File: src/rtl/div_unit_pkg.sv
// Shared constants and state encodings for the iterative divide unit.
// Imported by div_unit and div_step.
package div_unit_pkg;

   localparam int              WORD      = 32;
   localparam logic [WORD-1:0] ZERO_WORD = '0;
   localparam logic            ENABLE    = 1'b1;
   localparam logic            DISABLE   = 1'b0;

   // EX-stage op codes that route to this unit (MIPS funct field)
   localparam logic [5:0] EX_OP_DIV  = 6'h1A;
   localparam logic [5:0] EX_OP_DIVU = 6'h1B;

   typedef enum logic [1:0] {
      DIV_IDLE = 2'b00,
      DIV_RUN  = 2'b01,
      DIV_DIV0 = 2'b10,
      DIV_DONE = 2'b11
   } div_state_e;

endpackage

File: src/rtl/div_step.sv
// One radix-2 restoring division iteration: shift {rem,quo} left,
// trial-subtract the divisor, keep the difference when it is non-negative.
module div_step
   import div_unit_pkg::*;
#(
   parameter int WIDTH = WORD
) (
   input  logic [WIDTH-1:0] rem,
   input  logic [WIDTH-1:0] quo,
   input  logic [WIDTH-1:0] divisor,
   output logic [WIDTH-1:0] rem_nxt,
   output logic [WIDTH-1:0] quo_nxt
);

   logic [WIDTH:0] shifted;
   logic [WIDTH:0] trial;

   // rem < divisor always holds, so {rem, bit} fits WIDTH+1 bits and the
   // sign of the trial difference is its top bit.
   always_comb begin
      shifted = {rem, quo[WIDTH-1]};
      trial   = shifted - {1'b0, divisor};
      if (!trial[WIDTH]) begin
         rem_nxt = trial[WIDTH-1:0];
         quo_nxt = {quo[WIDTH-2:0], 1'b1};
      end else begin
         rem_nxt = shifted[WIDTH-1:0];
         quo_nxt = {quo[WIDTH-2:0], 1'b0};
      end
   end

endmodule

File: src/rtl/div_unit.sv
// Multi-cycle DIV/DIVU unit: stalls EX while iterating one quotient bit per
// cycle, then pulses the HI (remainder) / LO (quotient) write for one cycle.
module div_unit
   import div_unit_pkg::*;
#(
   parameter int               WIDTH   = WORD,
   parameter logic [WIDTH-1:0] DIV0_LO = {WIDTH{1'b1}}
) (
   input  logic             clk,
   input  logic             rst_n,
   input  logic             start,
   input  logic             signed_div,
   input  logic [WIDTH-1:0] dividend,
   input  logic [WIDTH-1:0] divisor,
   input  logic             cancel,
   output logic             busy,
   output logic             stall_req,
   output logic             o_we,
   output logic [WIDTH-1:0] o_hi,
   output logic [WIDTH-1:0] o_lo
);

   localparam int             CNT_W = $clog2(WIDTH);
   localparam logic [CNT_W-1:0] LAST = CNT_W'(WIDTH - 1);

   div_state_e       state, state_nxt;
   logic [WIDTH-1:0] rem, quo, dvsr;
   logic [WIDTH-1:0] rem_nxt, quo_nxt;
   logic [WIDTH-1:0] dvd_abs, dvs_abs;
   logic [WIDTH-1:0] res_hi, res_lo;
   logic [CNT_W-1:0] count;
   logic             sign_q, sign_r;
   logic             accept, div_zero, last_step;

   assign accept    = start & ~cancel;
   assign div_zero  = (divisor == '0);
   assign last_step = (count == LAST);

   // Magnitudes are plain WIDTH-bit negation, so |MIN| stays MIN as unsigned
   assign dvd_abs = (signed_div & dividend[WIDTH-1]) ? -dividend : dividend;
   assign dvs_abs = (signed_div & divisor[WIDTH-1])  ? -divisor  : divisor;

   div_step #(.WIDTH(WIDTH)) u_step (
      .rem     (rem),
      .quo     (quo),
      .divisor (dvsr),
      .rem_nxt (rem_nxt),
      .quo_nxt (quo_nxt)
   );

   // NOTE: every signal written here gets a default first, so no path can
   // leave one unassigned and infer a latch.
   always_comb begin
      state_nxt = state;
      stall_req = DISABLE;
      o_we      = DISABLE;
      case (state)
         DIV_IDLE: begin
            stall_req = accept;
            if (accept) state_nxt = div_zero ? DIV_DIV0 : DIV_RUN;
         end
         DIV_RUN: begin
            stall_req = ENABLE;
            if (cancel)         state_nxt = DIV_IDLE;
            else if (last_step) state_nxt = DIV_DONE;
         end
         DIV_DIV0: begin
            stall_req = ENABLE;
            state_nxt = cancel ? DIV_IDLE : DIV_DONE;
         end
         DIV_DONE: begin
            o_we      = ~cancel;
            state_nxt = DIV_IDLE;
         end
         default: state_nxt = DIV_IDLE;
      endcase
   end

   assign busy = (state != DIV_IDLE);
   assign o_hi = res_hi;
   assign o_lo = res_lo;

   // NOTE: state registers use non-blocking assignments so every flop samples
   // pre-edge values regardless of the order of statements.
   always_ff @(posedge clk or negedge rst_n) begin
      if (!rst_n) state <= DIV_IDLE;
      else        state <= state_nxt;
   end

   // NOTE: the datapath is small and a mid-operation reset must leave no stale
   // result on o_hi/o_lo, so every register here is cleared asynchronously.
   always_ff @(posedge clk or negedge rst_n) begin
      if (!rst_n) begin
         rem    <= '0;
         quo    <= '0;
         dvsr   <= '0;
         count  <= '0;
         sign_q <= 1'b0;
         sign_r <= 1'b0;
         res_hi <= '0;
         res_lo <= '0;
      end else begin
         case (state)
            DIV_IDLE: begin
               if (accept) begin
                  sign_q <= signed_div & (dividend[WIDTH-1] ^ divisor[WIDTH-1]);
                  sign_r <= signed_div & dividend[WIDTH-1];
                  count  <= '0;
                  if (div_zero) begin
                     // DIV0 reports the raw dividend as the remainder
                     rem  <= dividend;
                     quo  <= '0;
                     dvsr <= '0;
                  end else begin
                     rem  <= '0;
                     quo  <= dvd_abs;
                     dvsr <= dvs_abs;
                  end
               end
            end
            DIV_RUN: begin
               if (!cancel) begin
                  rem   <= rem_nxt;
                  quo   <= quo_nxt;
                  count <= count + CNT_W'(1);
                  if (last_step) begin
                     res_hi <= sign_r ? -rem_nxt : rem_nxt;
                     res_lo <= sign_q ? -quo_nxt : quo_nxt;
                  end
               end
            end
            DIV_DIV0: begin
               if (!cancel) begin
                  res_hi <= rem;
                  res_lo <= DIV0_LO;
               end
            end
            default: ;
         endcase
      end
   end

endmodule

File: config.mk
export PLATFORM = sky130hd
export DESIGN_NAME = div_unit
export DESIGN_NICKNAME = d
export VERILOG_FILES = /design/src/rtl/div_unit_pkg.sv /design/src/rtl/div_step.sv /design/src/rtl/div_unit.sv
export SDC_FILE = /design/constraint.sdc
export NUM_CORES = 1
export LEC_CHECK = 0
export ABC_AREA = 1
export CORE_AREA = 5 5 166 168
export CTS_CLUSTER_DIAMETER = 40
export DETAILED_ROUTE_END_ITERATION = 10
export DIE_AREA = 0 0 171 173
export GPL_ROUTABILITY_DRIVEN = 0
export PLACE_DENSITY_LB_ADDON = 0.25
export REMOVE_ABC_BUFFERS = 1
export SETUP_SLACK_MARGIN = 0.2
export SYNTH_ARGS = -nofsm -noshare
export SYNTH_HDL_FRONTEND = slang
export SYNTH_SLANG_ARGS = --single-unit
File: constraint.sdc
create_clock -name clk -period 4.21 [get_ports clk]
set_input_delay 0.842 -clock clk [delete_from_list [all_inputs] [get_ports clk]]
set_output_delay 0.842 -clock clk [all_outputs]
set_load 0.01 [all_outputs]
==> metrics <==
Max Fclk=253 MHz; post-synthesis simple-gate area fraction=32.1%; worst reg2reg startpoint=rem[7]; CP endpoint kind=flip-flop; vias in the first global route=13679; HP Class=in2async; r2r setup slk=0.26 ns; CORE AREA=25800 µm²; DRC=0; number of flops mapped to enable cells by yosys=0; critical path's top delay family=simple AND/OR/NAND/NOR gates; Fin Setup TNS=0 ns; Vias/cell=5.74; antenna-violating nets left=0; number of top-level pins=136; xor/xnor share of the synthesized area=6.02%; Worst Path Arrival=4.33 ns; Die Ht=173 µm; number of port buffers=135; initial antenna violation count=0; Avg Inst Size Synth=6.59 µm²; DR pass1 iterations=6; Post-Synth Adder-Cell Area=4.13%; DRT iter0 DRCs=1763; Final period util=93.8%; gr ovfl total=0; Longest Clk Path Bufs=2; Leakage=7.94 nW; DIE AREA=29600 µm²; Post-Synthesis Cell Area=13500 µm²; Syn Inst Count=2051; Slew Viols, Final=0; Initial Util=52.5%; Crit Path Max Fanout=6; first-pass GRT wire length=70100 µm; post-synthesis sequential area ratio=31.3%; synthesis-to-finish area growth=20.9%; Worst Reg-to-Reg Cells=26; Critical path buffers and inverters=4; peak supply drop=0.000626 V; Post-CTS Hold Fix Bufs=0; Clock Sinks=169; Ant. Diodes=0; multiplexer share of the synthesized area=0.0740%; CTS H-tree lvls=4; hold slack=0.442 ns; Synth cell types=54; MaxCap Viol Count=0; All-Layer GR Usage=29.2%; crit path launch type=flip-flop; Slew @ Worst Pin=0.867 ns; worst relative slew slack=42.2%; CTS Root Buffer Type=clkbuf_16; largest net degree at the start of global routing=81; nets@finish=2295; Power Density=976 nW/µm²; Max stage delay on crit path=0.43 ns; WL/cell=17.5 µm; Post-synth top flop=dfrtp_1; Crit path top cell by count=nand2_4; worst-skew pair later-pin latency=0.44 ns; TritonCTS Buffers=17; RSZ-0062 raised after global routing=true; hpwl dp=32500 µm; r2r endpoint=o_lo[28]; width of the chip=171 µm; Synth Warn #=0; CTS tree=done; row cnt=59; Post-Route WL=44300 µm; Async S/R FF share, synth=100%; final hold vios=0; flops & latches, synth=169; CP max stage cell=dfrtp_1; outcome=finished, final reports clean; clock skew after layout=0.0120 ns; Synth Area in Compound Gates=16.4%; layout cells sized above 1=9.25%; worst setup path category=reg2reg; Req. time, crit path=4.59 ns; largest family of logic cells by synthesized area=simple AND/OR/NAND/NOR gates; Period minus WS final=3.95 ns; detailed-route via count=14523; final setup fails=0; clock slew at reported path FFs=0.07 ns
## metal layers
layer | global-route usage, % | part of all wire [%] | vias to the layer above | wire length, µm
met2 | 44.4 | 45 | 762 | 19800
met1 | 41.0 | 42 | 6731 | 18700
met3 | 5.32 | 9.3 | 118 | 4110
met4 | 11.8 | 4.0 | 0 | 1770
met5 | 0 | 0 | - | 0
li1 | - | - | 6912 | -
## final cells by class
class | instances | area [µm²]
inverters | 278 | 1050
multi-input cells | 1533 | 8300
clock buffers | 17 | 425
clock inverters | 14 | 209
flip-flops and latches | 169 | 4230
well taps | 335 | 419
fillers | 2276 | 9420
repair buffers | 183 | 1720
## state kept, by name (all words and copies together) (netlist names)
name / cells
sign_q: 1
dvsr: 32
state: 2
count: 5
o_lo: 32
quo: 32
o_hi: 32
sign_r: 1
rem: 32
## how the worst max path moves through the flow
stage                   from        to  slack (ns)  depth (start not counted)
floorplan           state[1]  o_lo[29]       -2.51                         11
global placement     quo[31]  o_lo[30]        0.13                         29
detailed placement   quo[31]  o_lo[30]       0.002                         29
CTS                  quo[31]  o_lo[28]        0.20                         28
global route          rem[8]  o_lo[28]      -0.003                         26
finish                rem[7]  o_lo[28]        0.26                         26
## metrics by stage
stage / std cells / power, mW / utilization, % / setup WS, ns / cell area, µm²
finish: 2529 / 16.0 / 63.4 / 0.262 / 16300
global route: 2529 / 17.3 / 63.4 / -0.00269 / 16300
CTS: 2521 / 15.3 / 61.9 / 0.203 / 15900
detailed placement: 2489 / 13.4 / 59.4 / 0.00241 / 15300
global placement: 2489 / 13.2 / 59.4 / 0.130 / 15300
floorplan: 1979 / 10.2 / - / -2.51 / 13200
## power breakdown
group	internal [mW]	leakage [nW]	switching, mW	total [mW]
Sequential	2.37	2.03	0.629	3.00
Combinational	3.95	5.59	7.25	11.2
Clock	1.01	0.313	0.741	1.75
## synthesized netlist by cell type (all sizes together) (3+ instances only)
library cell,count,area share (%)
a21o,3,0.17
a21oi,127,4.9
a22oi,19,1.1
a31oi,8,0.37
and2,4,0.20
buf,18,0.74
clkbuf,54,1.5
clkinv,6,0.17
dfrtp,169,31
ha,43,4.0
inv,272,7.5
nand2,639,19
nand3,111,4.3
nand3b,5,0.28
nand4,21,1.0
nor2,179,5.2
nor3,40,1.6
nor3b,4,0.22
nor4,6,0.28
o2111ai,19,1.2
o211ai,12,0.67
o21a,4,0.22
o21ai,143,5.5
o21bai,4,0.22
o22a,12,0.78
o22ai,21,0.97
or2,7,0.32
xnor2,35,2.3
xor2,58,3.8
## layout by cell type, fill, tap and decap left out, types with 6 or more instances in the layout
cell type	count
o2111ai_1	19
o211ai_1	12
a21oi_1	121
a31oi_1	8
nand2_4	8
nand2_2	34
clkdlybuf4s50_1	134
clkinv_1	6
clkbuf_16	17
nor3_1	37
o21ai_0	121
inv_1	257
buf_4	47
a22oi_1	19
o21ai_1	16
or2_2	7
dfrtp_1	168
xnor2_1	35
nand4_1	20
nor2_2	10
nand3_1	105
nand2_1	597
nor2_1	167
ha_1	22
inv_2	14
nor4_1	6
o22ai_1	21
ha_4	18
xor2_1	58
o22a_1	12
## cells by family after synthesis
family	Yosys count
DFF	169
AOI/OAI and AO/OA	377
and+or+nand+nor	1017
xor gates and xnor gates	93
adders and majority gates	44
muxes	1
buffers and inverters	350
## timing repair
action / CTS / global route
resized for setup: 4 / 52
buffers inserted: 1 / 7
pin swaps: 0 / 15
cloned: 0 / 1
setup endpoints to repair: 5 / 18
No activity file was read; power rests on OpenSTA's default activity.
